### config.mk
export PLATFORM = sky130hd
export DESIGN_NAME = switch_debounce_4
export DESIGN_NICKNAME = d
export VERILOG_FILES = /design/src/rtl/switch_debounce_4.sv
export SDC_FILE = /design/constraint.sdc
export NUM_CORES = 1
export LEC_CHECK = 0
export CORE_UTILIZATION = 28
export DETAILED_ROUTE_END_ITERATION = 8
export GPL_TIMING_DRIVEN = 0
export PLACE_DENSITY_LB_ADDON = 0.15
export SLEW_MARGIN = 20
export SYNTH_ARGS = -nofsm -noshare
export SYNTH_HDL_FRONTEND = slang
export SYNTH_SLANG_ARGS = --single-unit
export TNS_END_PERCENT = 20
### constraint.sdc
create_clock -name i_clk -period 2.2 [get_ports i_clk]
set_input_delay 0.66 -clock i_clk [delete_from_list [all_inputs] [get_ports i_clk]]
set_output_delay 0.66 -clock i_clk [all_outputs]
set_load 0.01 [all_outputs]
### src/rtl/switch_debounce_4.sv
// switch_debounce_4: two-flop synchroniser plus per-bit debounce for the four
// slide switches feeding the Gray-to-binary converter (o_sw[n] -> i_swn).
//
// Parameters:
//   DEBOUNCE_CYCLES  number of consecutive mismatching cycles before a bit updates (>= 2)
//   CNT_W            counter width, 2**CNT_W > DEBOUNCE_CYCLES-1
// Ports:
//   i_clk       clock, rising edge
//   i_rst_n     asynchronous active-low reset
//   i_sw        raw switch pins, asynchronous to i_clk
//   i_err_clr   synchronous clear of o_gray_err
//   o_sw        debounced switch word
//   o_change    one-cycle pulse on the first cycle a new o_sw is visible
//   o_gray_err  sticky flag: an o_sw update changed more than one bit
// Configuration:
//   GRAY_STEP_CHECK_EN  when defined, enables the multi-bit-step checker;
//                       otherwise o_gray_err is tied to 0 and i_err_clr is unused.

module switch_debounce_4 #(
    parameter int DEBOUNCE_CYCLES = 250000,
    parameter int CNT_W           = 18
) (
    input  logic       i_clk,
    input  logic       i_rst_n,
    input  logic [3:0] i_sw,
    input  logic       i_err_clr,
    output logic [3:0] o_sw,
    output logic       o_change,
    output logic       o_gray_err
);

    localparam logic [CNT_W-1:0] CNT_LAST = CNT_W'(DEBOUNCE_CYCLES - 1);
    localparam logic [CNT_W-1:0] CNT_ONE  = CNT_W'(1);

    logic [3:0]       sync1_q;
    logic [3:0]       sync2_q;
    logic [CNT_W-1:0] cnt_q [4];
    logic [CNT_W-1:0] cnt_d [4];
    logic [3:0]       sw_q;
    logic [3:0]       sw_d;
    logic             change_q;
    logic             change_d;

    // Synchroniser: plain two-flop chain per bit.
    always_ff @(posedge i_clk or negedge i_rst_n) begin
        if (!i_rst_n) begin
            sync1_q <= 4'b0000;
            sync2_q <= 4'b0000;
        end else begin
            sync1_q <= i_sw;
            sync2_q <= sync1_q;
        end
    end

    // Per-bit debounce: count consecutive mismatches, update on the last one.
    // A match at any point drops the count back to 0, so glitches are discarded.
    always_comb begin
        sw_d = sw_q;
        for (int n = 0; n < 4; n++) begin
            cnt_d[n] = '0;
            if (sync2_q[n] != sw_q[n]) begin
                if (cnt_q[n] == CNT_LAST) begin
                    sw_d[n]  = sync2_q[n];
                    cnt_d[n] = '0;
                end else begin
                    cnt_d[n] = cnt_q[n] + CNT_ONE;
                end
            end
        end
    end

    // One pulse regardless of how many bits move on the same edge.
    always_comb begin
        change_d = (sw_d != sw_q);
    end

    always_ff @(posedge i_clk or negedge i_rst_n) begin
        if (!i_rst_n) begin
            sw_q     <= 4'b0000;
            change_q <= 1'b0;
            for (int n = 0; n < 4; n++) begin
                cnt_q[n] <= '0;
            end
        end else begin
            sw_q     <= sw_d;
            change_q <= change_d;
            for (int n = 0; n < 4; n++) begin
                cnt_q[n] <= cnt_d[n];
            end
        end
    end

    assign o_sw     = sw_q;
    assign o_change = change_q;

`ifdef GRAY_STEP_CHECK_EN
    logic [3:0] flip;
    logic       multi_step;
    logic       gray_err_q;
    logic       gray_err_d;

    // x & (x-1) is non-zero exactly when more than one bit of x is set.
    always_comb begin
        flip       = sw_d ^ sw_q;
        multi_step = |(flip & (flip - 4'd1));
    end

    // A new violation wins over a clear on the same edge.
    always_comb begin
        gray_err_d = gray_err_q;
        if (multi_step) begin
            gray_err_d = 1'b1;
        end else if (i_err_clr) begin
            gray_err_d = 1'b0;
        end
    end

    always_ff @(posedge i_clk or negedge i_rst_n) begin
        if (!i_rst_n) begin
            gray_err_q <= 1'b0;
        end else begin
            gray_err_q <= gray_err_d;
        end
    end

    assign o_gray_err = gray_err_q;
`else
    logic unused_err_clr;

    assign unused_err_clr = i_err_clr;
    assign o_gray_err     = 1'b0;
`endif

endmodule

# After elaboration in Yosys (flattened, before gate mapping)

Cells that the tools add are included.

Bits in registers: 85
Bits in latches: 0
Bits in writable memories: 0
Bits in read-only memories: 0
Bits of input ports: 7
Output and inout port bits: 6
Memories: 0

Add/subtract/negate cells: 4
Multiply operators: 0
Div/mod/pow operators: 0
Order comparisons: 0
Eq/ne operators: 9
Shift-type cells: 0
Mux-type cells: 16
Bitwise logic cells: 0
Reduce and logical (&&, ||, !) cells: 0

Operators by type and width:

| operator                | count |
|---|---|
| $mux W18                | 8 |
| $add A18 B1 Y18 const B | 4 |
| $eq A18 B18 Y1 const B  | 4 |
| $mux W1                 | 8 |
| $ne A1 B1 Y1            | 4 |
| $ne A4 B4 Y1            | 1 |

# Depth between registers and ports, before layout

Gate-level depths: netlist of run 1.

Depth in word-level cells: 4
Depth in mapped cells: 7
Mapped depth without buffers: 5

# Least setup slack after synthesis of run 1

No wires, ideal clock.

Path kind: register to register
From: reg cnt_q[18] (netlist name)
To: reg cnt_q[27] (netlist name)
Setup time: 121 ps
Data arrival time: 1661 ps
Required time: 2079 ps
Path slack: 417 ps
Stages on the path, launching flop included: 7
Period minus slack after synthesis: 1783 ps
Cells stage by stage: dfrtp_1 > ha_1 > nand3_2 > or3_1 > o21ai_2 > buf_2 > nor2_1

RTL lines:

| what                             | RTL line | source |
|---|---|---|
| start: declaration               | 37       | `logic [CNT_W-1:0] cnt_q [4];` |
| start signal: indexed assignment | 88       | `cnt_q[n] <= cnt_d[n];` |

==> results of run 1 <==
-- power groups by stage --
stage               Combinational [mW]  Clock (mW)  Sequential [mW]
global route                     0.132        1.66             1.61
detailed placement               0.118           0             1.64
finish                           0.113        1.53             1.61
floorplan                       0.0534           0             1.64
CTS                              0.118        1.60             1.61
global placement                 0.110           0             1.64
-- logic make-up (layout without fill, tap and decap cells) --
group | Yosys count | after routing | share of synthesized area, %
AO/OA/AOI/OAI | 18 | 18 | 2.814
flip-flops | 85 | 85 | 52.00
multiplexers | 5 | 5 | 1.346
adder cells (fa/ha/maj) | 4 | 4 | 1.224
buffers and inverters | 23 | 49 | 2.386
XOR/XNOR | 60 | 60 | 12.85
AND/OR/NAND/NOR | 214 | 214 | 27.29
other | 1 | 1 | 0.09168
-- layout by cell type, fill, tap and decap left out, types with 2 or more instances in the layout --
cell | Yosys | routed
dfrtp_1 | 85 | 85
nor2_1 | 80 | 80
xnor2_1 | 44 | 44
nand3_1 | 25 | 25
nor4_1 | 22 | 22
nand4_1 | 19 | 19
nand2_1 | 19 | 19
xor2_1 | 16 | 16
inv_1 | 13 | 13
nor3_1 | 13 | 13
clkbuf_16 | 0 | 9
clkdlybuf4s50_1 | 0 | 9
and3_1 | 7 | 7
a21oi_1 | 7 | 7
nor4b_1 | 7 | 7
clkbuf_1 | 3 | 6
buf_2 | 5 | 4
o21ai_0 | 4 | 4
or3_1 | 4 | 4
mux2_2 | 4 | 4
ha_1 | 4 | 4
or4_1 | 3 | 3
nand4b_1 | 2 | 2
nor3b_1 | 2 | 2
o21ai_2 | 3 | 2
nand3_2 | 2 | 2
and4_1 | 2 | 2
o31ai_1 | 2 | 2
clkbuf_8 | 0 | 2
-- metal layers --
layer  up-vias  global-route usage, %  share of wire, %
met4         0                  4.345               1.4
met2        21                  17.87                44
li1       1477                      -                 -
met3         9                  4.089               3.2
met1      1407                  17.02                51
met5         -                      0                 0
-- area by class of cell --
| cell class | count | area (um2) | share of cell area [%] |
|---|---|---|---|
| Tap cell | 180 | 225.2 | 4.743 |
| Buffer | 10 | 51.30 | 1.080 |
| Timing Repair Buffer | 11 | 128.9 | 2.714 |
| Inverter | 13 | 48.80 | 1.028 |
| Clock buffer | 14 | 264.0 | 5.560 |
| Sequential cell | 85 | 2127 | 44.80 |
| Clock inverter | 1 | 30.03 | 0.6324 |
| Multi-Input combinational cell | 302 | 1873 | 39.45 |
-- metrics by stage --
step	cells	total power, mW	TNS [ns]	area, um2
2_1_floorplan	410	1.689	0	4090
3_3_place_gp	600	1.751	-242.70	4415
3_5_place_dp	601	1.759	0	4444
4_1_cts	616	3.332	0	4738
5_1_grt	616	3.411	0	4748
6_report	616	3.259	0	4748
-- flip-flops by register name, indices dropped and copies added, names as in the netlist --
| name | count |
|---|---|
| sync2_q | 4 |
| o_sw | 4 |
| o_change | 1 |
| cnt_q | 72 |
| sync1_q | 4 |
-- worst paths after layout --
path                       startpoint         end  slack [ns]
hold / removal                i_rst_n  sync1_q[3]        0.11
hold reg to reg            sync1_q[1]  sync2_q[1]        0.35
min in group i_clk         sync1_q[1]  sync2_q[1]        0.35
setup / recovery            cnt_q[18]   cnt_q[31]        0.19
max in group asynchronous     i_rst_n   cnt_q[23]        1.50
setup reg to reg            cnt_q[18]   cnt_q[31]        0.19
-- worst register-to-register path: cells and delay by family (launching register included) --
kind                       cells  cell delay, ns
adders and majority gates      1            0.22
AOI/OAI and AO/OA              1            0.28
DFF                            1            0.38
buffers and inverters          1            0.27
and+or+nand+nor                3            0.75
==> run metrics, run 1 <==
P per Cell Area=~700 nW/um2; Post-synth ARST share=100.0%; crit path DAT=2.24 ns; vias in the first global route=between 2000 and 3000; peak supply drop=roughly 0.44 mV; Max-cap violations=0; post-synth cell types=39; max_slew headroom=63.28%; Period minus WS final=2.008 ns; Psw=0.6940 mW; Post-Syn Area=4090 um2; switch share=21.29%; Die Y=between 100 and 150 um; sequential area share after synthesis=52.00%; Worst R2R Path Depth=6; RD Place Congestion=0.7710; slew of the pin with the lowest slew margin=0.5458 ns; synth cell count leaders=dfrtp_1, nor2_1, xnor2_1; first-pass GRT wire length=~14 mm; Synth Warn #=0; crit path cell chain=ha_1 -> nand3_2 -> or3_1 -> o21ai_4 -> clkbuf_4 -> nor2_1; H-tree levels=3; Final Util=33.81%; Clock Sinks=85; RSZ-0062 raised after global routing=no; Crit Path Max Fanout=10; clk_skew=approximately 0.0040 ns; Final Hold Violating Endpoints=0; Top Ports=13; Clock Tree Buf Depth=2; top-count cell post-synth=dfrtp_1; combinational fraction of design power=3.5%; WS Path Type=reg -> reg; Worst setup EP type=register; Avg Inst Size Synth=9.976 um2; Critical Path RT=2.43 ns; DRC=0; layout cell share with drive strength beyond 1=7.798%; HPWL Detailed=5.371 mm; CP max-delay cell=or3_1; total track usage=12.33%; Synth Flop Type=dfrtp_1; CTS tree=yes; CP max stage delay=0.47 ns; Root Buffer=clkbuf_16; syn_nets=~420; synthesized instance count=410; Internal Pwr Total=~2.6 mW; final period utilization=between 90% and 100%; register share of total power=49.5%; drt pass-1 iters=4; post-CTS setup buffers=0; initial core utilization=29.13%; Clk network pwr share=47.1%; Port Buf Inserts=10; total CTS buffers=9; CTS resizes=0; Yosys top cell area share=52.00%; maximum clock rate=498.0 MHz; CP delay by family, top=simple AND/OR/NAND/NOR gates; vias per inst=about 4.7; critical path startpoint category=register; P&R area growth vs syn=16.09%; Core ar.=14040 um2; Congestion Overflow GR=0; Post-synth EDFFs=0; Hold Buf Count CTS=0; Iteration-0 DRC Markers=160; worst path buffer plus inverter count=1; Layout Nets=roughly 440; Fill cells=1433; DIE WIDTH=roughly 120 um; initial antenna violation count=0; top cells by area, synth=dfrtp_1, xnor2_1, nor2_1; post-route setup slack=~0.19 ns; count of final setup violators=0; num rows=43; Die ar.=15090 um2; outcome=complete, no violations; critical path depth=6; HP Class=in -> async; via count=between 2000 and 3000; leading area contributor after synthesis=dfrtp_1; LEAKAGE=roughly 1.8 nW; final WL=8.103 mm; Fin Hold WS=0.1142 ns; DR WL/cell=13.15 um; number of antenna cells inserted=0; Seq cells post-synth=85; Final ANT Viol Nets=0; Clk pin slew, worst setup/hold paths=approximately 0.060 ns; largest net degree at the start of global routing=roughly 80; max-slew violation count=0; worst skew pair latency=0.34 ns; worst slack, placed=around 0.069 ns
Power figures use the tool's default switching activity.
==> run 2, diff against run 1 <==
--- a/config.mk
+++ b/config.mk
@@ -8,7 +8,9 @@
 export CORE_UTILIZATION = 28
 export DETAILED_ROUTE_END_ITERATION = 8
 export GPL_TIMING_DRIVEN = 0
+export MAX_ROUTING_LAYER = met4
 export PLACE_DENSITY_LB_ADDON = 0.15
+export SETUP_SLACK_MARGIN = 0.3
 export SLEW_MARGIN = 20
 export SYNTH_ARGS = -nofsm -noshare
 export SYNTH_HDL_FRONTEND = slang
==> run 2 against run 1 <==
Net effect:
- total power increased by 0.14%
- cell area increased by 1.9%
- worst hold slack improved by 0.0023 ns
- flip-flop and latch count unchanged
- critical path type is now reg -> out
- cell count increased by 0.97%
- via count increased by 1.0%
- sequential share of layout area decreased by 0.86 points
- global-route usage increased by 0.46 points
- register-to-register slack improved by 0.11 ns
- worst setup slack improved by 0.085 ns
- sequential power about the same
==> run metrics, run 2 (same netlist as run 1, synthesis figures left out) <==
outcome=complete, no violations (unchanged); crit path cell chain=clkdlybuf4s50_1 (was ha_1 -> nand3_2 -> or3_1 -> o21ai_4 -> clkbuf_4 -> nor2_1); Post-Layout Inst Area=4841 um2 (was 4748 um2); post-route setup slack=0.2767 ns (was 0.1919 ns); Congestion Overflow GR=0 (unchanged); Top reg by flops=cnt_q (unchanged); Port Buf Inserts=10 (unchanged); Critical Path RT=1.54 ns (was 2.43 ns); RD Place Congestion=0.7814 (was 0.7710); Die Y=122.9 um (unchanged); Clock Tree Buf Depth=2 (unchanged); Sequential Area=2127 um2 (unchanged); CTS tree=yes (unchanged); layout cell share with drive strength beyond 1=9.502% (was 7.798%); P per Cell Area=674.2 nW/um2 (was 686.3 nW/um2); DR WL/cell=13.12 um (was 13.15 um); drt pass-1 iters=4 (unchanged); CP max stage delay=0.55 ns (was 0.47 ns); HP Class=in -> async (unchanged); commonest non-fill, non-tap cell in the layout=dfrtp_1 (unchanged); crit path DAT=1.26 ns (was 2.24 ns); worst path buffer plus inverter count=1 (unchanged); Top Ports=13 (unchanged); CP delay by family, top=buffers and inverters (was simple AND/OR/NAND/NOR gates); Clock Sinks=85 (unchanged); max_slew headroom=62.43% (was 63.28%); peak supply drop=0.4373 mV (was 0.4422 mV); critical path startpoint category=register (unchanged); H-tree levels=3 (unchanged); DRC=0 (unchanged); vias per inst=4.732 (was 4.731); DIE WIDTH=122.9 um (unchanged); initial core utilization=29.13% (unchanged); vias in the first global route=2882 (was 2862); Core ar.=14040 um2 (unchanged); largest net degree at the start of global routing=78 (unchanged); worst skew pair latency=0.34 ns (about the same); r2r setup slk=0.30 ns (was 0.19 ns); FF-to-FF Start=cnt_q[54] (was cnt_q[18]); Die ar.=15090 um2 (unchanged); Root Buffer=clkbuf_16 (unchanged); Max-cap violations=0 (unchanged); P&R area growth vs syn=18.35% (was 16.09%); CP max-delay cell=clkdlybuf4s50_1 (was or3_1); Final Power=3.264 mW (was 3.259 mW); total CTS buffers=9 (unchanged); final WL=8.163 mm (was 8.103 mm); Period minus WS final=1.923 ns (was 2.008 ns); Final Util=34.47% (was 33.81%); HPWL Detailed=5.371 mm (unchanged); Final Hold Violating Endpoints=0 (unchanged); Clk pin slew, worst setup/hold paths=0.06 ns (about the same); total track usage=12.79% (was 12.33%); slew of the pin with the lowest slew margin=0.5584 ns (was 0.5458 ns); RSZ-0062 raised after global routing=yes (was no); Iteration-0 DRC Markers=160 (unchanged); worst slack, placed=0.06913 ns (unchanged); multi-input logic area=1914 um2 (was 1873 um2); maximum clock rate=519.9 MHz (was 498.0 MHz); most frequent cells in the layout=dfrtp_1, nor2_1, xnor2_1 (unchanged); placed cell area=4444 um2 (unchanged); Layout Nets=449 (was 443); worst reg2reg path endpoint=o_change (was cnt_q[31]); LEAKAGE=1.897 nW (was 1.839 nW); Fill cells=1433 (unchanged); Hold Buf Count CTS=0 (unchanged); Final ANT Viol Nets=0 (unchanged); num rows=43 (unchanged); Fin Hold WS=0.1165 ns (was 0.1142 ns); final period utilization=87.42% (was 91.28%); clk_skew=0.005201 ns (was 0.004046 ns); max reg flops=72 (unchanged); max-slew violation count=0 (unchanged); initial antenna violation count=0 (unchanged); via count=2943 (was 2914); number of antenna cells inserted=0 (unchanged); Worst R2R Path Depth=5 (was 6); Crit Path Max Fanout=3 (was 10); count of final setup violators=0 (unchanged); first-pass GRT wire length=14.39 mm (was 14.28 mm); WS Path Type=reg -> out (was reg -> reg); Worst setup EP type=primary output (was register)
[run 2: changes by cell type in the layout (fill, tap and decap cells not counted), moves of 2 or more]
cell             change
o21ai_2              -2
o21ai_4              +2
clkdlybuf4s50_1      -2
buf_4                +7
buf_2                -2
[run 2: worst register-to-register path, cell delays in order, from the launching register on]
cell and delay [ns]:
dfrtp_1 0.41, ha_1 0.25, and3_1 0.24, nand4_1 0.21
nor3_1 0.09, or4_1 0.57
[run 2: worst max-delay path by stage]
stage | start | end | slack (ns) | cells after the start
floorplan | cnt_q[18] | cnt_q[27] | 0.42 | 6
global route | o_sw[0] | o_sw[0] | 0.21 | 1
global placement | i_rst_n | cnt_q[18] | -2.86 | 1
CTS | o_sw[2] | o_sw[2] | 0.24 | 1
detailed placement | cnt_q[18] | cnt_q[29] | 0.07 | 6
finish | o_sw[3] | o_sw[3] | 0.28 | 1
[run 2: metal layers]
layer	part of all wire, %	track usage [%]	up-vias	wire (um)
li1	-	-	1484	-
met1	50	16.96	1424	4110
met4	1.3	4.116	0	109
met2	45	18.15	26	3657
met5	0	-	-	0
met3	3.5	4.368	9	286
[run 2: cell type report]
class | count | area share (%)
sequential | 85 | 43.94
tap | 180 | 4.652
timing repair buffer | 17 | 3.619
inverter | 13 | 1.008
clock inverter | 1 | 0.6203
multi-input combinational | 302 | 39.55
clock buffer | 14 | 5.454
buffer | 10 | 1.163
[run 2: repair_timing]
item,CTS,global route
gates cloned,0,0
gates resized for setup,5,7
setup endpoints to repair,40,38
buffers inserted,1,5
hold endpoints to repair,0,0
pin swaps,2,3
[run 2: where the power goes]
part	switching, mW	leakage (nW)	internal [mW]	total (mW)
sequential	0.0238	1.16	1.59	1.61
combinational	0.0766	0.595	0.0465	0.123
clock	0.591	0.143	0.937	1.53
[run 2: through the flow]
stage | TNS, ns | instances
floorplan | 0 | 410
global placement | -242.70 | 600
detailed placement | 0 | 601
CTS | 0 | 617
global route | 0 | 622
finish | 0 | 622
